### src/rtl/dino_pkg.sv
// Shared constants and state encoding for the dino game difficulty path.
// Movers import the same defaults so their step rate agrees with the ramp.
package dino_pkg;

   localparam int BCD_W         = 4;
   localparam int DEF_ACC_W     = 8;
   localparam int DEF_INC_BASE  = 128;
   localparam int DEF_INC_STEP  = 16;
   localparam int DEF_MAX_LEVEL = 7;

   typedef enum logic [1:0] {
      ST_IDLE   = 2'd0,
      ST_RUN    = 2'd1,
      ST_FROZEN = 2'd2
   } state_t;

endpackage

### src/rtl/obstacle_speed_ramp.sv
// Difficulty ramp: converts the 60 Hz game tick into a move strobe whose rate
// rises one level per change of the score's hundreds digit.
module obstacle_speed_ramp
   import dino_pkg::*;
#(
   parameter int ACC_W     = DEF_ACC_W,
   parameter int INC_BASE  = DEF_INC_BASE,
   parameter int INC_STEP  = DEF_INC_STEP,
   parameter int MAX_LEVEL = DEF_MAX_LEVEL
) (
   input  logic        clk,
   input  logic        rst,
   input  logic        game_tick,
   input  logic        game_start,
   input  logic        game_frozen,
   input  logic [15:0] score,
   output logic        move_tick,
   output logic [2:0]  level,
   output logic        running
);

   localparam logic [2:0] MAX_L = 3'(MAX_LEVEL);

   state_t             state_q, state_d;
   logic [ACC_W-1:0]   acc_q, acc_d;
   logic [2:0]         level_q, level_d;
   logic [BCD_W-1:0]   prev_hund_q, prev_hund_d;
   logic               move_tick_q, move_tick_d;
   logic               running_q, running_d;

   logic [BCD_W-1:0]   hund;
   logic [ACC_W:0]     inc;
   logic [ACC_W:0]     sum;
   logic               stepping;

   assign hund = score[2*BCD_W +: BCD_W];

   // inc stays below 2**ACC_W, so one extra bit holds the sum and its carry
   assign inc = (ACC_W+1)'(INC_BASE) + (ACC_W+1)'(level_q) * (ACC_W+1)'(INC_STEP);
   assign sum = {1'b0, acc_q} + inc;

   // state register
   always_ff @(posedge clk or posedge rst) begin
      if (rst) state_q <= ST_IDLE;
      else     state_q <= state_d;
   end

   // next-state logic; start outranks frozen
   always_comb begin
      state_d = state_q;
      case (state_q)
         ST_IDLE:   if (game_start) state_d = ST_RUN;
         ST_RUN:    if (!game_start && game_frozen) state_d = ST_FROZEN;
         ST_FROZEN: if (game_start) state_d = ST_RUN;
         default:   state_d = ST_IDLE;
      endcase
   end

   // stepping only while staying in RUN without a restart
   assign stepping = (state_q == ST_RUN) && !game_start && !game_frozen;

   // output / datapath logic
   always_comb begin
      acc_d       = acc_q;
      level_d     = level_q;
      prev_hund_d = prev_hund_q;
      move_tick_d = 1'b0;
      running_d   = (state_d == ST_RUN);
      if (game_start) begin
         acc_d       = '0;
         level_d     = '0;
         prev_hund_d = hund;
      end else if (stepping) begin
         if (game_tick) begin
            acc_d       = sum[ACC_W-1:0];
            move_tick_d = sum[ACC_W];
         end
         if (hund != prev_hund_q) begin
            prev_hund_d = hund;
            if (level_q < MAX_L) level_d = level_q + 3'd1;
         end
      end
   end

   always_ff @(posedge clk or posedge rst) begin
      if (rst) begin
         acc_q       <= '0;
         level_q     <= '0;
         prev_hund_q <= '0;
         move_tick_q <= 1'b0;
         running_q   <= 1'b0;
      end else begin
         acc_q       <= acc_d;
         level_q     <= level_d;
         prev_hund_q <= prev_hund_d;
         move_tick_q <= move_tick_d;
         running_q   <= running_d;
      end
   end

   assign move_tick = move_tick_q;
   assign level     = level_q;
   assign running   = running_q;

endmodule

### config.mk
export PLATFORM = sky130hd
export DESIGN_NAME = obstacle_speed_ramp
export DESIGN_NICKNAME = d
export VERILOG_FILES = /design/src/rtl/dino_pkg.sv /design/src/rtl/obstacle_speed_ramp.sv
export SDC_FILE = /design/constraint.sdc
export NUM_CORES = 1
export LEC_CHECK = 0
export ABC_CLOCK_PERIOD_IN_PS = 2300
export BUFFER_PORTS_ARGS = -buffer_cell sky130_fd_sc_hd__buf_2
export CORE_UTILIZATION = 45
export CTS_CLUSTER_DIAMETER = 80
export CTS_CLUSTER_SIZE = 28
export DETAILED_ROUTE_END_ITERATION = 7
export GPL_ROUTABILITY_DRIVEN = 0
export PLACE_DENSITY = 0.72
export RECOVER_POWER = 25
export SLEW_MARGIN = 20
export SYNTH_ARGS = -nofsm -noshare
export SYNTH_HDL_FRONTEND = slang
export SYNTH_SLANG_ARGS = --single-unit
### constraint.sdc
create_clock -name clk -period 2.3 [get_ports clk]
set_input_delay 0.345 -clock clk [delete_from_list [all_inputs] [get_ports clk]]
set_output_delay 0.345 -clock clk [all_outputs]
set_load 0.03 [all_outputs]
## After elaboration in Yosys (flattened, before gate mapping)

Cells that the tools add are included.

| storage, ports and cells | value |
|---|---|
| bits in registers | 19 |
| output and inout bits | 5 |
| word-level logic and storage cells | 44 |

| cells by class | value |
|---|---|
| add/sub/neg operators | 3 |
| magnitude comparators | 1 |
| equality and inequality tests | 4 |
| muxes and demuxes | 16 |
| reductions and logical operators | 14 |

Operators with widths:

| kind | number |
|---|---|
| $mux W8 | 3 |
| $mux W3 | 4 |
| $mux W4 | 3 |
| $add A8 B7 Y9 const A | 1 |
| $add A8 B9 Y9 | 1 |
| $reduce_bool A2 Y1 | 4 |
| $eq A2 B1 Y1 const B | 2 |
| $mux W2 | 2 |
| $ne A4 B4 Y1 | 1 |
| $pmux W2 S2 | 1 |
| $reduce_and A2 Y1 | 2 |
| $add A3 B1 Y3 const B | 1 |
| $logic_and A1 B1 Y1 | 3 |
| $lt A3 B3 Y1 const B | 1 |
| $mux W1 | 3 |
| $reduce_and A3 Y1 | 1 |
| $eq A2 B2 Y1 const B | 1 |
| $logic_not A1 Y1 | 2 |
| $logic_not A2 Y1 | 1 |
| $reduce_or A2 Y1 | 1 |

## Logic depth before layout (Yosys ltp)

| logic depth | value |
|---|---|
| depth after elaboration | 5 |
| depth in mapped cells | 7 |

## Worst setup path after synthesis

Ideal clock, no wire load.

| timing | value |
|---|---|
| kind | register to register |
| from | register level_q[0], in the netlist level[0] |
| to | register acc_q[6] |
| arrival | 1613 ps |
| data required time | 2227 ps |
| path slack | 614 ps |
| stages on the path, launching flop included | 8 |
| path buffers | 0 |
| clock period less this slack | 1686 ps |
| cells stage by stage | dfrtp_1 -> ha_1 -> inv_1 -> fa_1 -> nor2b_1 -> nor3_1 -> a21oi_1 -> nor2_1 |

| on the way | value |
|---|---|
| word-level cells in the longest chain between the ends | 5 |

RTL lines:

| item | RTL line | RTL |
|---|---|---|
| from (decl) | obstacle_speed_ramp.sv:26 | `logic [2:0] level_q, level_d;` |
| from (signal assigned) | obstacle_speed_ramp.sv:94 | `level_q <= level_d;` |
| $add A8 B7 Y9 | obstacle_speed_ramp.sv:39 | `assign inc = (ACC_W+1)'(INC_BASE) + (ACC_W+1)'(level_q) * (ACC_W+1)'(INC_STEP);` |
| $add A8 B9 Y9 | obstacle_speed_ramp.sv:40 | `assign sum = {1'b0, acc_q} + inc;` |
| $mux W8 | obstacle_speed_ramp.sv:74 | `if (game_tick) begin` |
| $mux W8 | obstacle_speed_ramp.sv:73 | `end else if (stepping) begin` |
| $mux W8 | obstacle_speed_ramp.sv:69 | `if (game_start) begin` |
| to (signal assigned) | obstacle_speed_ramp.sv:87 | `acc_q <= '0;` |
| to (signal assigned) | obstacle_speed_ramp.sv:93 | `acc_q <= acc_d;` |
| to (decl) | obstacle_speed_ramp.sv:25 | `logic [ACC_W-1:0] acc_q, acc_d;` |

No other way between the ends. The select of a mux whose other input is x is not followed.
A chain may end at the register's enable or synchronous reset.

## Worst setup path after layout

Same ends and word-level chain as after synthesis.

==> metrics.cfg <==
[logic_synthesis]
number_of_library_cell_types_mapped_by_synthesis=25
synth_compound_gate_area_share_pct=14.4
synth_fa_ha_area_share_pct=8.97
synth_top_family_by_area=compound AO/OA/AOI/OAI gates
synth_area_um2=781
synth_warn=0
postSynthCellCount=68
postSynthRegisterBits=15
synthDominantAreaCellType=dfrtp_1
yosys-top-cells-area=dfrtp_1 (48%), ha_1 (6.4%), mux2_2 (5.8%)
yosysTopAreaCellShare_pct=48.1
synth-seq-area-share_pct=48.1
synth_mux_area_share_pct=7.05
synth-simple-area-share_pct=13.5
syn-num-nets=94
syn_avg_cell_area_um2=11.5
synth_xor_area_share_pct=5.61

[sta]
hold_violations=0
finalWorstPathRequiredPeriod_ps=1660
slew_headroom_pct=63.8
timing.final.setup_violations=0
finalMaxSlewViolations=0
tightest_slew_ps=542
max_freq_mhz=602
setup_tns_ps=0
unrepaired_setup_endpoints_after_global_routing=no
finalCritPeriodShare_pct=72.2
finalClockSkew_ps=11.0

[floorplanning]
die_area_mm2=0.00191
initial_utilization_pct=50.1
design.portCount=26
dieHeight_um=43.7
placementRows=14
fp.coreArea_mm2=0.00156
die-width_um=43.7

[power]
power.density_cell_area_mw_per_mm2=614
cellLeakagePower_nw=0.424
peakVddDrop_v=0.000365

[final_layout]
areaGrowthSynthToFinish_pct=13.9
num-fill-cells=151
n_antenna_cell=0
finalNetCount=111
layoutNonFillerInstCount=100
layout-drive-gt1-share_pct=28.6

[worst_setup_path]
cp_cell_sequence=ha_1 -> inv_1 -> fa_1 -> nor2b_1 -> nor3_1 -> a21oi_1 -> nor2_1
crit_slowest_cell=dfrtp_1
criticalPathCategory=flip-flop to flip-flop
gate_family_responsible_for_the_most_delay_along_the_worst_path=adder cells
required_ps=2520
critical_path.n_buffers_inverters=1
cp-start-kind=flip-flop
cp_slowest_stage_delay_ps=480
timing.critical_path.fanout_max=7
endpoint_kind=flip-flop
crit_arrival_ps=1880

[grt]
wire_length_of_the_first_global_routing_pass_mm=2.17
global_route.usage.total_pct=16.8
first_global_vias=505
grt_max_degree=16
antenna_found_initial=0
globalRouteOverflowTotal=0

[clock_network]
post_cts.repair.setup_buffers=0
clock-sinks=15
clockRootBuffer=clkbuf_4
cts_made_buffers=3
clock_tree_from_tritoncts=done
h-tree-depth=1
clk_path_buf_depth=2
clkSlewWorstSetupHoldPaths_ps=90
ctsHoldBuffers=0
cts-resized-gates=0
clk-insertion-delay-late_ps=290

[placement]
placedCellCount=96
io_buffers=13
final_hpwl_from_detailed_placement_um=956

[route]
postRouteAntennaNets=0
dr.first_iter.drc_count=8
drt_wl_total_mm=1.27
viasPerCell=5.43
avgRoutedWirePerCell_um=12.7
vias=543
drtPass1Iterations=6
drt_drc_violations_left=1

[run]
number_of_maximum_capacitance_violations=0

[worst_hold_path]
hold_path_class=primary input to asynchronous set/reset pin

[status]
failed_checks=DRC
run_status=finished, violations left

[layer usage]
layer / vias to the layer above / GRT usage [%] / part of all wire [%] / wire (µm)
met5: - / 0 / 0 / 0
met1: 256 / 19.2 / 46 / 580
met4: 0 / 11.3 / 3.0 / 38
met2: 10 / 24.8 / 46 / 584
met3: 4 / 8.33 / 5.2 / 66
li1: 273 / - / - / -
[synth_stat cells, drive strengths merged]
cell	number
nor2	5
xor2	4
nand4bb	1
nand2	2
xnor2	1
o31ai	1
ha	4
a311oi	2
nor3	3
fa	1
a21o	1
mux2i	1
a211oi	1
nor3b	1
dfrtp	15
nor2b	2
clkbuf	1
nand2b	2
mux2	4
a21boi	1
inv	4
nand3b	2
a21oi	7
o41a	1
a31o	1
[where the power goes]
| group | internal [W] | total (W) | switching [W] |
|---|---|---|---|
| logic | 0.0000421 | 0.0000940 | 0.0000519 |
| clock network | 0.0000648 | 0.000150 | 0.0000852 |
| registers | 0.000284 | 0.000302 | 0.0000186 |
| total | 0.000391 | 0.000546 | 0.000156 |
[metrics by stage]
stage                     setup slack [ps]  util (%)  instance area (µm²)  power [W]  hold WS [ps]
final                                  640      57.1                  890   0.000546          77.8
after global routing                   510      57.1                  890   0.000581           132
after CTS                              617      57.1                  890   0.000556          92.3
after detailed placement               653      55.3                  862   0.000403           419
after global placement                 712      55.3                  862   0.000400           431
after floorplan                        614         -                  781   0.000374           246
[layout make-up]
type	count	area [µm²]	area share, %
Clock buffer	3	22.5	2.53
Clock inverter	1	5.00	0.563
Sequential cell	15	375	42.2
Tap cell	16	20.0	2.25
Multi-Input combinational cell	48	387	43.5
Inverter	4	15.0	1.69
Timing Repair Buffer	13	65.1	7.31
[cell families after synthesis]
logic type / count (synthesis)
AO/OA/AOI/OAI: 15
XOR/XNOR: 5
adder cells (fa/ha/maj): 5
buffers and inverters: 5
flip-flops: 15
multiplexers: 5
AND/OR/NAND/NOR: 18
[flip-flops by register name, summed over array words and instances (netlist names)]
register,flops
move_tick,1
prev_hund_q,4
level,3
state_q,2
acc_q,4
running,1
[final timing paths]
path / startpoint / to / slack [ps] / cells after the start
worst max-delay path: level[0] / acc_q[6] / 640 / 7
worst min-delay path: rst / acc_q[5] / 80 / 2
worst max register to register: level[0] / acc_q[6] / 640 / 7
worst min register to register: acc_q[6] / acc_q[6] / 530 / 2
max in group asynchronous: rst / acc_q[4] / 1850 / 2
min in group clk: game_tick / acc_q[5] / 280 / 2
[worst register-to-register path, delay by kind of cell, from the launching register on]
kind	cells	cell delay [ps]
adder cells (fa/ha/maj)	2	600
AO/OA/AOI/OAI	1	60
buffers and inverters	1	50
flip-flops	1	480
AND/OR/NAND/NOR	3	410
[cells in the final DEF (no fill, tap or decap), types with 3 or more instances in the layout]
cell	synthesis	final
nor3_1	3	3
ha_1	4	4
dfrtp_1	15	15
a21oi_1	7	7
inv_1	4	4
xor2_1	4	4
nor2_1	5	5
buf_2	0	13
mux2_2	4	4
clkbuf_4	0	3
(Power assumes the default switching activity.)
